File: src/rtl/expr_stream_eval_pkg.sv
// Shared types for the streaming expression recognizer/evaluator:
// FSM state encoding, token classes and the ASCII codes of the grammar.
package expr_pkg;

  typedef enum logic [1:0] {
    ST_START = 2'b00,
    ST_NUM   = 2'b01,
    ST_CLOSE = 2'b10,
    ST_ERR   = 2'b11
  } expr_state_t;

  typedef enum logic [2:0] {
    TOK_DIGIT,
    TOK_PLUS,
    TOK_MUL,
    TOK_LP,
    TOK_RP,
    TOK_BAD
  } expr_tok_t;

  localparam logic [7:0] ASCII_0    = 8'h30;
  localparam logic [7:0] ASCII_9    = 8'h39;
  localparam logic [7:0] ASCII_PLUS = 8'h2B;
  localparam logic [7:0] ASCII_MUL  = 8'h2A;
  localparam logic [7:0] ASCII_LP   = 8'h28;
  localparam logic [7:0] ASCII_RP   = 8'h29;

endpackage

File: src/rtl/expr_stream_eval_if.sv
// Character stream in, recognizer/evaluator results out.
// Handshake: a character on `in` is consumed at a rising edge only when in_valid=1; there is no backpressure.
interface expr_stream_eval_if #(
  parameter int WIDTH     = 32,
  parameter int MAX_DEPTH = 4
);
  localparam int DW = $clog2(MAX_DEPTH + 1);

  logic [7:0]       in;
  logic             in_valid;
  logic             out;
  logic [1:0]       Status;
  logic [DW-1:0]    depth;
  logic [WIDTH-1:0] value;
  logic             ovf;

  modport master (
    output in, in_valid,
    input  out, Status, depth, value, ovf
  );

  modport slave (
    input  in, in_valid,
    output out, Status, depth, value, ovf
  );
endinterface

File: src/rtl/expr_stream_eval_char_class.sv
// Combinational byte classifier: maps one ASCII byte to a token class
// and, for digits, its numeric value.
module expr_char_class
  import expr_pkg::*;
(
  input  logic [7:0] ch,
  output expr_tok_t  tok,
  output logic [3:0] dig
);

  always_comb begin
    tok = TOK_BAD;
    dig = 4'd0;
    if (ch >= ASCII_0 && ch <= ASCII_9) begin
      tok = TOK_DIGIT;
      // '0'..'9' are 0x30..0x39, so the low nibble is the digit value
      dig = ch[3:0];
    end else begin
      case (ch)
        ASCII_PLUS: tok = TOK_PLUS;
        ASCII_MUL:  tok = TOK_MUL;
        ASCII_LP:   tok = TOK_LP;
        ASCII_RP:   tok = TOK_RP;
        default:    tok = TOK_BAD;
      endcase
    end
  end

endmodule

File: src/rtl/expr_stream_eval.sv
// Streaming arithmetic-expression recognizer, one character per clock.
// Define EXPR_STREAM_EVAL_EN to also build the evaluation stack (value/ovf).
module expr_stream_eval
  import expr_pkg::*;
#(
  parameter int WIDTH     = 32,
  parameter int MAX_DEPTH = 4
) (
  input  logic              clk,
  input  logic              clr,
  expr_stream_eval_if.slave bus
);

  localparam int              DW   = $clog2(MAX_DEPTH + 1);
  localparam logic [DW-1:0]   DMAX = DW'(MAX_DEPTH);
  localparam logic [DW-1:0]   DONE = DW'(1);

  expr_tok_t     tok;
  logic [3:0]    dig;
  expr_state_t   state, state_nx;
  logic [DW-1:0] depth_q, depth_nx;
  logic          out_q, out_nx;
  logic          accept;

  expr_char_class u_class (
    .ch  (bus.in),
    .tok (tok),
    .dig (dig)
  );

  // Depth only moves on a legal transition, so it freezes on entry to ST_ERR.
  always_comb begin
    state_nx = state;
    depth_nx = depth_q;
    if (bus.in_valid) begin
      case (state)
        ST_START: begin
          case (tok)
            TOK_DIGIT: state_nx = ST_NUM;
            TOK_LP: begin
              if (depth_q == DMAX) state_nx = ST_ERR;
              else begin
                state_nx = ST_START;
                depth_nx = depth_q + DONE;
              end
            end
            default: state_nx = ST_ERR;
          endcase
        end
        ST_NUM, ST_CLOSE: begin
          case (tok)
            TOK_DIGIT: state_nx = (state == ST_NUM) ? ST_NUM : ST_ERR;
            TOK_PLUS, TOK_MUL: state_nx = ST_START;
            TOK_RP: begin
              if (depth_q == '0) state_nx = ST_ERR;
              else begin
                state_nx = ST_CLOSE;
                depth_nx = depth_q - DONE;
              end
            end
            default: state_nx = ST_ERR;
          endcase
        end
        default: state_nx = ST_ERR;
      endcase
    end
    accept = bus.in_valid && (state_nx != ST_ERR);
    out_nx = ((state_nx == ST_NUM) || (state_nx == ST_CLOSE)) && (depth_nx == '0);
  end

  always_ff @(posedge clk or negedge clr) begin
    if (!clr) begin
      state   <= ST_START;
      depth_q <= '0;
      out_q   <= 1'b0;
    end else begin
      state   <= state_nx;
      depth_q <= depth_nx;
      out_q   <= out_nx;
    end
  end

  assign bus.out    = out_q;
  assign bus.Status = state;
  assign bus.depth  = depth_q;

`ifdef EXPR_STREAM_EVAL_EN
  localparam int LV = MAX_DEPTH + 1;
  localparam int XW = 2 * WIDTH + 1;

  logic [WIDTH-1:0] sum_q [LV];
  logic [WIDTH-1:0] prod_q[LV];
  logic [WIDTH-1:0] cur_q [LV];
  logic [WIDTH-1:0] sum_d [LV];
  logic [WIDTH-1:0] prod_d[LV];
  logic [WIDTH-1:0] cur_d [LV];
  logic [XW-1:0]    r_act, r_val;
  logic             act_ovf, val_ovf;
  logic [WIDTH-1:0] value_q;
  logic             ovf_q;

  // Exact a + b*c; anything above bit WIDTH-1 means the wrapped result lost bits.
  function automatic logic [XW-1:0] mac(input logic [WIDTH-1:0] a,
                                        input logic [WIDTH-1:0] b,
                                        input logic [WIDTH-1:0] c);
    mac = XW'(a) + XW'(b) * XW'(c);
  endfunction

  always_comb begin
    for (int i = 0; i < LV; i++) begin
      sum_d[i]  = sum_q[i];
      prod_d[i] = prod_q[i];
      cur_d[i]  = cur_q[i];
    end
    r_act = '0;
    if (accept) begin
      case (tok)
        TOK_DIGIT: begin
          r_act = mac(WIDTH'(dig), cur_q[depth_q], WIDTH'(10));
          cur_d[depth_q] = r_act[WIDTH-1:0];
        end
        TOK_PLUS: begin
          r_act = mac(sum_q[depth_q], prod_q[depth_q], cur_q[depth_q]);
          sum_d[depth_q]  = r_act[WIDTH-1:0];
          prod_d[depth_q] = WIDTH'(1);
          cur_d[depth_q]  = '0;
        end
        TOK_MUL: begin
          r_act = mac('0, prod_q[depth_q], cur_q[depth_q]);
          prod_d[depth_q] = r_act[WIDTH-1:0];
          cur_d[depth_q]  = '0;
        end
        TOK_LP: begin
          sum_d[depth_q + DONE]  = '0;
          prod_d[depth_q + DONE] = WIDTH'(1);
          cur_d[depth_q + DONE]  = '0;
        end
        TOK_RP: begin
          r_act = mac(sum_q[depth_q], prod_q[depth_q], cur_q[depth_q]);
          cur_d[depth_q - DONE] = r_act[WIDTH-1:0];
        end
        default: r_act = '0;
      endcase
    end
    act_ovf = |r_act[XW-1:WIDTH];
    r_val   = mac(sum_d[0], prod_d[0], cur_d[0]);
    val_ovf = |r_val[XW-1:WIDTH];
  end

  always_ff @(posedge clk or negedge clr) begin
    if (!clr) begin
      for (int i = 0; i < LV; i++) begin
        sum_q[i]  <= '0;
        prod_q[i] <= WIDTH'(1);
        cur_q[i]  <= '0;
      end
      value_q <= '0;
      ovf_q   <= 1'b0;
    end else if (accept) begin
      for (int i = 0; i < LV; i++) begin
        sum_q[i]  <= sum_d[i];
        prod_q[i] <= prod_d[i];
        cur_q[i]  <= cur_d[i];
      end
      if (out_nx) value_q <= r_val[WIDTH-1:0];
      ovf_q <= ovf_q | act_ovf | (out_nx & val_ovf);
    end
  end

  assign bus.value = value_q;
  assign bus.ovf   = ovf_q;
`else
  logic unused_dig;
  assign unused_dig = ^dig;
  assign bus.value  = {WIDTH{1'b0}};
  assign bus.ovf    = 1'b0;
`endif

endmodule

File: src/flat_wrapper.sv
// flat-port wrapper written by rule: the top's interface ports become plain ports
module expr_stream_eval_flat import expr_pkg::*;
#(
  parameter int WIDTH     = 32,
  parameter int MAX_DEPTH = 4
)
  (clk, clr, bus_in, bus_in_valid, bus_out, bus_Status, bus_depth, bus_value, bus_ovf);
  expr_stream_eval_if #(.WIDTH(WIDTH), .MAX_DEPTH(MAX_DEPTH)) bus_i ();
  input  logic clk;
  input  logic clr;
  input wire logic [$bits(bus_i.in)-1:0] bus_in;
  input wire logic [$bits(bus_i.in_valid)-1:0] bus_in_valid;
  output wire logic [$bits(bus_i.out)-1:0] bus_out;
  output wire logic [$bits(bus_i.Status)-1:0] bus_Status;
  output wire logic [$bits(bus_i.depth)-1:0] bus_depth;
  output wire logic [$bits(bus_i.value)-1:0] bus_value;
  output wire logic [$bits(bus_i.ovf)-1:0] bus_ovf;
  assign bus_i.in = bus_in;
  assign bus_i.in_valid = bus_in_valid;
  assign bus_out = bus_i.out;
  assign bus_Status = bus_i.Status;
  assign bus_depth = bus_i.depth;
  assign bus_value = bus_i.value;
  assign bus_ovf = bus_i.ovf;
  expr_stream_eval #(.WIDTH(WIDTH), .MAX_DEPTH(MAX_DEPTH)) u_core (.clk(clk), .clr(clr), .bus(bus_i));
endmodule
File: config.mk
export PLATFORM = sky130hd
export DESIGN_NAME = expr_stream_eval_flat
export DESIGN_NICKNAME = d
export VERILOG_FILES = /design/src/rtl/expr_stream_eval_pkg.sv /design/src/rtl/expr_stream_eval_if.sv /design/src/rtl/expr_stream_eval_char_class.sv /design/src/rtl/expr_stream_eval.sv /design/src/flat_wrapper.sv
export SDC_FILE = /design/constraint.sdc
export NUM_CORES = 1
export LEC_CHECK = 0
export CORE_UTILIZATION = 40
export DETAILED_ROUTE_END_ITERATION = 16
export PLACE_DENSITY_LB_ADDON = 0.3
export SYNTH_ARGS = -nofsm -noshare
export SYNTH_HDL_FRONTEND = slang
export SYNTH_SLANG_ARGS = --single-unit
File: constraint.sdc
create_clock -name clk -period 5.25 [get_ports clk]
set_clock_uncertainty 0.15 [all_clocks]
set_input_delay 0.7875 -clock clk [delete_from_list [all_inputs] [get_ports clk]]
set_output_delay 0.7875 -clock clk [all_outputs]
set_load 0.05 [all_outputs]
==> impl_metrics.toml <==
[outcome]
outcome = "complete, no violations"

[setup_path]
critPathBufInv = 1
crit_path_end_kind = "flop"
crit_family = "compound AO/OA/AOI/OAI gates"
crit_required_ns = 5.24
crit_path_start_kind = "input port"
cp.arrival_ns = 2.76
slowest_delay_ns = 0.50
rrSetupSlack_ns = 2.89
crit_chain = "clkdlybuf4s50_1 -> nor4b_4 -> nand4_1 -> a21oi_1 -> o21ai_0 -> a2111oi_2"
critPathKind = "in2reg"
cp_max_fo = 6
crit_slowest_cell = "clkdlybuf4s50_1"

[timing]
post-route-period-util_pct = 52.8
finalSetupViolations = 0
rsz0062_at_grt = "false"
max-slew-margin-rel_pct = 65.1
finalSetupTns_ns = 0
fmax_mhz = 361
hold_violations = 0
layout_min_cycle_time_ns = 2.77
final_max_slew_viol_count = 0
tightest_slew_ns = 0.517

[drt]
drtPass1Iterations = 4
drt_iter0_markers = 17
viasPerCell = 4.62
routed_wl_um = 1550
route.detailed.wl_per_inst_um = 10.9
post-route-drc-count = 0
final_antenna_net_count = 0
route.vias.total = 656

[clocking]
cts_setup_buffers = 0
cts.reportedPaths.clkPinSlew_ns = 0.05
cts_tree = "yes"
clock_tree.root_cell = "clkbuf_4"
cts.sinks = 6
clk_latency_ns = 0.25
hold_buffers = 0
cts_resized = 0
clk_path_buf_depth = 2
cts-buffers-inserted = 3
htreeDepth = 1

[cells_and_area]
area_growth_syn_to_layout_pct = 10.5
fin_nets = 134
design_area_um2 = 937
layout_commonest_cell = "conb_1"
drive_gt1_share_pct = 9.57
mostFrequentLayoutCells = "33 x conb_1, 16 x clkdlybuf4s50_1, 6 x ha_1, 6 x dfrtp_1, 5 x inv_1"
num_antenna_cells = 0

[power]
ir_drop_uv = 286
pwr-share-comb_pct = 70.0
swShare_pct = 56.9
p_int_mw = 0.182
switching_power_mw = 0.240
seq_power_share_pct = 20.1
clkPwrFrac_pct = 9.9
power.density_mw_per_mm2 = 450
leakage_nw = 0.435

[synthesis]
synth_edf_count = 0
yosys-top-cells-area = "buf_4 29%, dfrtp_1 18%, ha_1 8.8%"
ys_seq_area_share_pct = 17.7
synth_area_leader_cell = "buf_4"
synth.distinct_cells = 33
syn_area_per_cell_um2 = 8.75
syn-cell-area_um2 = 848
synth-seq-cells = 6
ys_async_sr_fraction_pct = 100
syn-instance-count = 97
ys_warn_count = 0
ys.flop_type = "dfrtp_1"
synth_top_area_share_pct = 29.2

[place]
dp_hpwl_um = 1320
gp_congestion = 0.799
dpl_cell_area_um2 = 915
port_buffers = 16

[global_route]
antenna_found_initial = 0
grt_pass1_wl_um = 2080
grt_usage_pct = 13.2
overflow = 0
grt_max_degree = 8
grt_pass1_vias = 512

[floorplanning]
floorplan.die_area_mm2 = 0.00231
rows = 16
die_w_um = 48.1
die-height_um = 48.1
core_area_mm2 = 0.00198
io_pins = 50
floorplan.initialDensity_pct = 42.8

[job]
drv_cap = 0

[worst_hold_path]
min_path_type = "reg2reg"
-- worst paths after layout --
| check | start | to | depth (start not counted) |
|---|---|---|---|
| max in group asynchronous | clr | u_core.bus.depth[0] | 1 |
| setup / recovery | bus_in[1] | u_core.bus.out | 6 |
| hold / removal | u_core.bus.Status[0] | u_core.bus.Status[0] | 2 |
| hold reg to reg | u_core.bus.Status[0] | u_core.bus.Status[0] | 2 |
| min in group asynchronous | clr | u_core.bus.Status[0] | 1 |
| setup reg to reg | u_core.bus.Status[0] | u_core.bus.out | 7 |
-- logic make-up after synthesis --
logic type | Yosys count | share of synthesized area [%]
AO/OA/AOI/OAI | 16 | 13.9
adder cells (fa/ha/maj) | 6 | 8.85
buffers and inverters | 38 | 31.4
flip-flops | 6 | 17.7
multiplexers | 3 | 3.69
other | 1 | 0.442
AND/OR/NAND/NOR | 27 | 24.0
-- area by class of cell --
type / count / area, um2
inverters: 5 / 18.8
flip-flops and latches: 6 / 150
repair buffers: 16 / 160
clock buffers: 3 / 22.5
well taps: 27 / 33.8
fillers: 209 / 1040
multi-input cells: 85 / 552
-- worst min-delay path, delay by kind of cell (launching register included) --
family | cells | cell delay [ns]
flops | 1 | 0.41
simple gates | 2 | 0.21
-- sequential cells by signal (all words and copies together), names as in the netlist --
signal             count
u_core.bus.out         1
u_core.bus.depth       3
u_core.bus.Status      2
-- routing by layer --
metal	part of all wire, %	track usage, %	vias up
li1	-	-	318
met1	43	16.5	304
met2	51	21.6	32
met3	4.7	2.26	2
met4	1.1	6.67	0
met5	0	0	-
-- through the flow --
stage	std cells	hold WS [ns]	worst slack, ns	util (%)	total power, mW
6_report	142	0.514	2.48	47.3	0.422
5_1_grt	142	0.561	2.37	47.3	0.448
4_1_cts	142	0.524	2.49	47.3	0.423
3_5_place_dp	139	0.509	2.23	46.1	0.379
3_3_place_gp	139	0.476	2.26	46.1	0.375
2_1_floorplan	129	0.342	2.78	-	0.320
-- cells in the mapped netlist, types with 2 or more instances --
cell	n
inv_1	5
nor2_1	4
nand2_1	3
o21ai_0	4
ha_1	6
and4bb_2	2
mux2i_1	2
nand4_1	4
nand2b_1	3
dfrtp_1	6
buf_4	33
a41oi_1	2
a21oi_1	3
-- power groups by stage --
| stage | Clock, mW | Sequential, mW | Combinational, mW |
|---|---|---|---|
| global placement | 0 | 0.0850 | 0.290 |
| detailed placement | 0 | 0.0850 | 0.294 |
| floorplan | 0 | 0.141 | 0.179 |
| CTS | 0.0439 | 0.0848 | 0.295 |
| finish | 0.0417 | 0.0848 | 0.295 |
| global route | 0.0469 | 0.0871 | 0.314 |
Power figures use the tool's default switching activity.
==> RTL change 1: new RTL, config.mk and constraints unchanged <==
`MAX_DEPTH` is set to 4 in 3 places; all go to 8.
--- a/src/rtl/expr_stream_eval_if.sv
+++ b/src/rtl/expr_stream_eval_if.sv
@@ -2,7 +2,7 @@
 // Handshake: a character on `in` is consumed at a rising edge only when in_valid=1; there is no backpressure.
 interface expr_stream_eval_if #(
   parameter int WIDTH     = 32,
-  parameter int MAX_DEPTH = 4
+  parameter int MAX_DEPTH = 8
 );
   localparam int DW = $clog2(MAX_DEPTH + 1);
 
--- a/src/rtl/expr_stream_eval.sv
+++ b/src/rtl/expr_stream_eval.sv
@@ -4,7 +4,7 @@
   import expr_pkg::*;
 #(
   parameter int WIDTH     = 32,
-  parameter int MAX_DEPTH = 4
+  parameter int MAX_DEPTH = 8
 ) (
   input  logic              clk,
   input  logic              clr,
--- a/src/flat_wrapper.sv
+++ b/src/flat_wrapper.sv
@@ -2,7 +2,7 @@
 module expr_stream_eval_flat import expr_pkg::*;
 #(
   parameter int WIDTH     = 32,
-  parameter int MAX_DEPTH = 4
+  parameter int MAX_DEPTH = 8
 )
   (clk, clr, bus_in, bus_in_valid, bus_out, bus_Status, bus_depth, bus_value, bus_ovf);
   expr_stream_eval_if #(.WIDTH(WIDTH), .MAX_DEPTH(MAX_DEPTH)) bus_i ();
Interface: changed (resized bus_depth); port bits go from 50 to 51. The function was not compared with the original's and may differ.
==> RTL change 1 against the original RTL <==
- power up 13%
- critical endpoint unchanged
- area after synthesis up 11%
- sequential cell count up 1
- synthesized cell count up 15%
- routed wire length up 17%
- largest power group unchanged
- worst setup slack worse by 0.39 ns
- core utilization down 0.51 points
- largest cell class unchanged
- final area up 10%
==> RTL change 1: results (changes against the original RTL) <==
- Synth area leaders: buf_4 (26%), dfrtp_1 (19%), ha_1 (6.7%) (was buf_4 (29%), dfrtp_1 (18%), ha_1 (8.8%))
- Vias: 763 (was 656)
- GPL Wtd Cong: 0.9108 (was 0.7985)
- Status: finished, final reports clean (unchanged)
- M2 GR Usage: 0.2800 (was 0.2162)
- Routed WL: 1.816 mm (was 1.552 mm)
- Avg WL per Cell: 11.49 um (was 10.93 um)
- Max incr delay on CP: 0.75 ns (was 0.50 ns)
- Sequential area share after synthesis: 0.1864 (was 0.1770)
- Area after DPL: 0.001008 mm2 (was 914.6 um2)
- Largest net degree at the start of global routing: 10 (was 8)
- Detailed placer's ending HPWL: 1.459 mm (was 1.323 mm)
- M3 GR Usage: 0.04242 (was 0.02264)
- Count of cell types in the netlist: 41 (was 33)
- Post-synthesis area per instance: 8.390 um2 (was 8.746 um2)
- R2R setup slack: 2.85 ns (was 2.89 ns)
- Worst IR Drop VDD: 0.2674 mV (was 0.2865 mV)
- Critical path fanouts, max: 5 (was 6)
- Fill count: 225 (was 209)
- Comb pwr: 0.324 mW (was 0.295 mW)
- Reg2Reg Depth: 8 (was 7)
- Reg2Reg Launch Point: u_core.bus.depth[1]$_DFF_PN0_ (was u_core.bus.Status[0]$_DFF_PN0_)
- First-pass GRT wire length: 3.084 mm (was 2.076 mm)
- Share of cells above drive strength 1: 0.1000 (was 0.09565)
- Place WS: 1.855 ns (was 2.227 ns)
- Cell family with most CP delay: simple AND/OR/NAND/NOR gates (was compound AO/OA/AOI/OAI gates)
- Crit-path slowest cell: nor4b_1 (was clkdlybuf4s50_1)
- Internal power: 0.2118 mW (was 0.1819 mW)
- Number of global-route vias before repair: 734 (was 512)
- Slew Limit Headroom: 0.4314 (was 0.6506)
- Worst path arrival time: 3.16 ns (was 2.76 ns)
- Iter 0 DRT Violations: 7 (was 17)
- Hold Startpoint: u_core.bus.Status[1]$_DFF_PN0_ (was u_core.bus.Status[0]$_DFF_PN0_)
[RTL change 1: per-stage QoR]
step / utilization / total power, mW
2_1_floorplan: - / 0.3631
3_3_place_gp: 0.4559 / 0.4228
3_5_place_dp: 0.4559 / 0.4258
4_1_cts: 0.4678 / 0.4768
5_1_grt: 0.4678 / 0.5066
6_report: 0.4678 / 0.4757
[RTL change 1: cell families after synthesis]
logic type               Yosys count  synth area share
adder cells (fa/ha/maj)            5           0.06658
AND/OR/NAND/NOR                   31            0.2104
other                              1          0.003991
multiplexers                       6           0.06791
flip-flops                         7            0.1864
XOR/XNOR                           1          0.009323
AO/OA/AOI/OAI                     17            0.1465
buffers and inverters             44            0.3089
[RTL change 1: worst max path at each step]
stage               slack, ns  depth (start not counted)  startpoint                       end
finish                   2.09                          7   bus_in[0]  u_core.bus.out$_DFF_PN0_
global route             1.90                          7   bus_in[0]  u_core.bus.out$_DFF_PN0_
CTS                      2.10                          7   bus_in[0]  u_core.bus.out$_DFF_PN0_
detailed placement       1.86                          7   bus_in[0]  u_core.bus.out$_DFF_PN0_
global placement         1.98                          7   bus_in[0]  u_core.bus.out$_DFF_PN0_
floorplan                2.69                          6   bus_in[7]  u_core.bus.out$_DFF_PN0_
[RTL change 1: layout make-up]
| cell class | instances | area (um2) | area share |
|---|---|---|---|
| flip-flops and latches | 7 | 175.2 | 0.1693 |
| repair buffers | 17 | 170.2 | 0.1645 |
| inverters | 9 | 33.78 | 0.03265 |
| well taps | 28 | 35.03 | 0.03386 |
| clock buffers | 4 | 26.28 | 0.02539 |
| multi-input cells | 93 | 594.3 | 0.5744 |
[RTL change 1: routing by layer]
layer	up-vias	wire, um
li1	368	-
met1	360	758
met2	31	895
met3	4	133
met4	0	29
met5	-	0
==> RTL change 2: new RTL, config.mk and constraints unchanged <==
Without the edit above. Remove the case item `TOK_RP` of the case on `tok`.
--- a/src/rtl/expr_stream_eval.sv
+++ b/src/rtl/expr_stream_eval.sv
@@ -51,13 +51,6 @@
           case (tok)
             TOK_DIGIT: state_nx = (state == ST_NUM) ? ST_NUM : ST_ERR;
             TOK_PLUS, TOK_MUL: state_nx = ST_START;
-            TOK_RP: begin
-              if (depth_q == '0) state_nx = ST_ERR;
-              else begin
-                state_nx = ST_CLOSE;
-                depth_nx = depth_q - DONE;
-              end
-            end
             default: state_nx = ST_ERR;
           endcase
         end
Formal check against the unedited RTL: not equivalent (a bounded check fails within 4 cycles, from zero or initial values).
==> RTL change 2 against the original RTL <==
- worst setup slack better by 0.25 ns
- cell count down 11%
- area after synthesis fell by 14%
- count of clock-buffer cells in the layout stayed put
- first-iteration DRC count shrank 29%
- highest routed layer unchanged
- sequential cell count stayed put
- maximum frequency is 9.9% higher
- register-to-register slack improved by 0.30 ns
- routed wire length decreased by 29%
- critical path depth stayed put
- final area fell by 14%
- sequential share of layout area rose by 2.6 points
Power is not compared: it rests on default switching activity, and its combinational part moved more than twofold at a synthesized area within 25%.
==> RTL change 2: results (changes against the original RTL) <==
- Status: finished, final reports clean (unchanged)
- Hold Startpoint: u_core.bus.depth[0]$_DFF_PN0_ (was u_core.bus.Status[0]$_DFF_PN0_)
- Yosys warnings: 0 (unchanged)
- Post-synthesis adder-cell area fraction: 0.08621 (was 0.08850)
- Share of cells above drive strength 1: 0.07921 (was 0.09565)
- First-pass GRT wire length: 1.635 mm (was 2.076 mm)
- Iter 0 DRT Violations: 12 (was 17)
- ClkCell Share: 0.02791 (was 0.02403)
- Clock sink total: 6 (unchanged)
- Worst Setup SP: bus_in[7] (was bus_in[1])
- Nets: 119 (was 134)
- Avg WL per Cell: 8.714 um (was 10.93 um)
- R2R setup slack: 3.19 ns (was 2.89 ns)
- Sequential area share after synthesis: 0.2069 (was 0.1770)
- Most frequent cells after synthesis: buf_4 (33), inv_1 (7), dfrtp_1 (6) (was buf_4 (33), dfrtp_1 (6), ha_1 (6))
- Max incr delay on CP: 0.45 ns (was 0.50 ns)
- Worst path arrival time: 2.54 ns (was 2.76 ns)
- Tightest Pin Transition: 0.4996 ns (was 0.5168 ns)
- Number of global-route vias before repair: 411 (was 512)
- Nonclk inv count: 7 (was 5)
- Antenna diodes: 0 (unchanged)
- Fill count: 162 (was 209)
- Internal power: 0.1180 mW
- Detailed placer's ending HPWL: 864.5 um (was 1.323 mm)
- Reg2Reg Launch Point: u_core.bus.depth[0]$_DFF_PN0_ (was u_core.bus.Status[0]$_DFF_PN0_)
- Multi-input logic portion of the cell area: 0.5163 (was 0.5888)
- Largest net degree at the start of global routing: 7 (was 8)
- GPL Wtd Cong: 0.7833 (was 0.7985)
- Synth Area in Compound Gates: 0.1345 (was 0.1386)
- Data buffer area share: 0.1985 (was 0.1709)
- Drt first pass iters: 5 (was 4)
- Reg clk slew, reported paths: 0.05 ns (about the same)
- Count of cell types in the netlist: 28 (was 33)
- Critical path fanouts, max: 5 (was 6)
- Post-synthesis mux area share: 0.02931 (was 0.03687)
- All-Layer GR Usage: 0.1165 (was 0.1317)
- Synth Area in XOR/XNOR: 0.01207 (was 0)
- Vias: 516 (was 656)
- P_sw: 0.1338 mW
- Worst hold path depth: 1 (was 2)
- Synth area leaders: buf_4 (34%), dfrtp_1 (21%), ha_1 (8.6%) (was buf_4 (29%), dfrtp_1 (18%), ha_1 (8.8%))
- Sequential share of cell area: 0.1860 (was 0.1602)
- Hold Path End: u_core.bus.depth[0]$_DFF_PN0_ (was u_core.bus.Status[0]$_DFF_PN0_)
- Multi-In Gates: 69 (was 85)
## RTL change 2: changes by cell type in the layout (fill, tap and decap cells not counted), moves of 2 or more
cell,unedited run,this run
and4bb_2,2,0
inv_1,5,7
a21oi_1,3,1
nand2_1,3,5
a41oi_1,2,0
nand4_1,4,1
## RTL change 2: metal layers
layer,part of all wire,up-vias,track usage
met1,0.45,235,0.1425
met3,0.11,2,0.03673
met4,0.0073,0,0.09091
met2,0.43,32,0.1676
li1,-,247,-
met5,0,-,0
## RTL change 2: metrics by stage
step,utilization,cells,hold WS [ns],worst slack [ns],area (um2)
final,0.4725,126,0.4414,2.728,807.0
after CTS,0.4725,126,0.4384,2.737,807.0
after floorplan,-,116,0.3419,3.046,845.8
after detailed placement,0.4593,123,0.4317,2.478,784.5
after global routing,0.4725,126,0.4920,2.653,807.0
after global placement,0.4593,123,0.4257,2.555,784.5
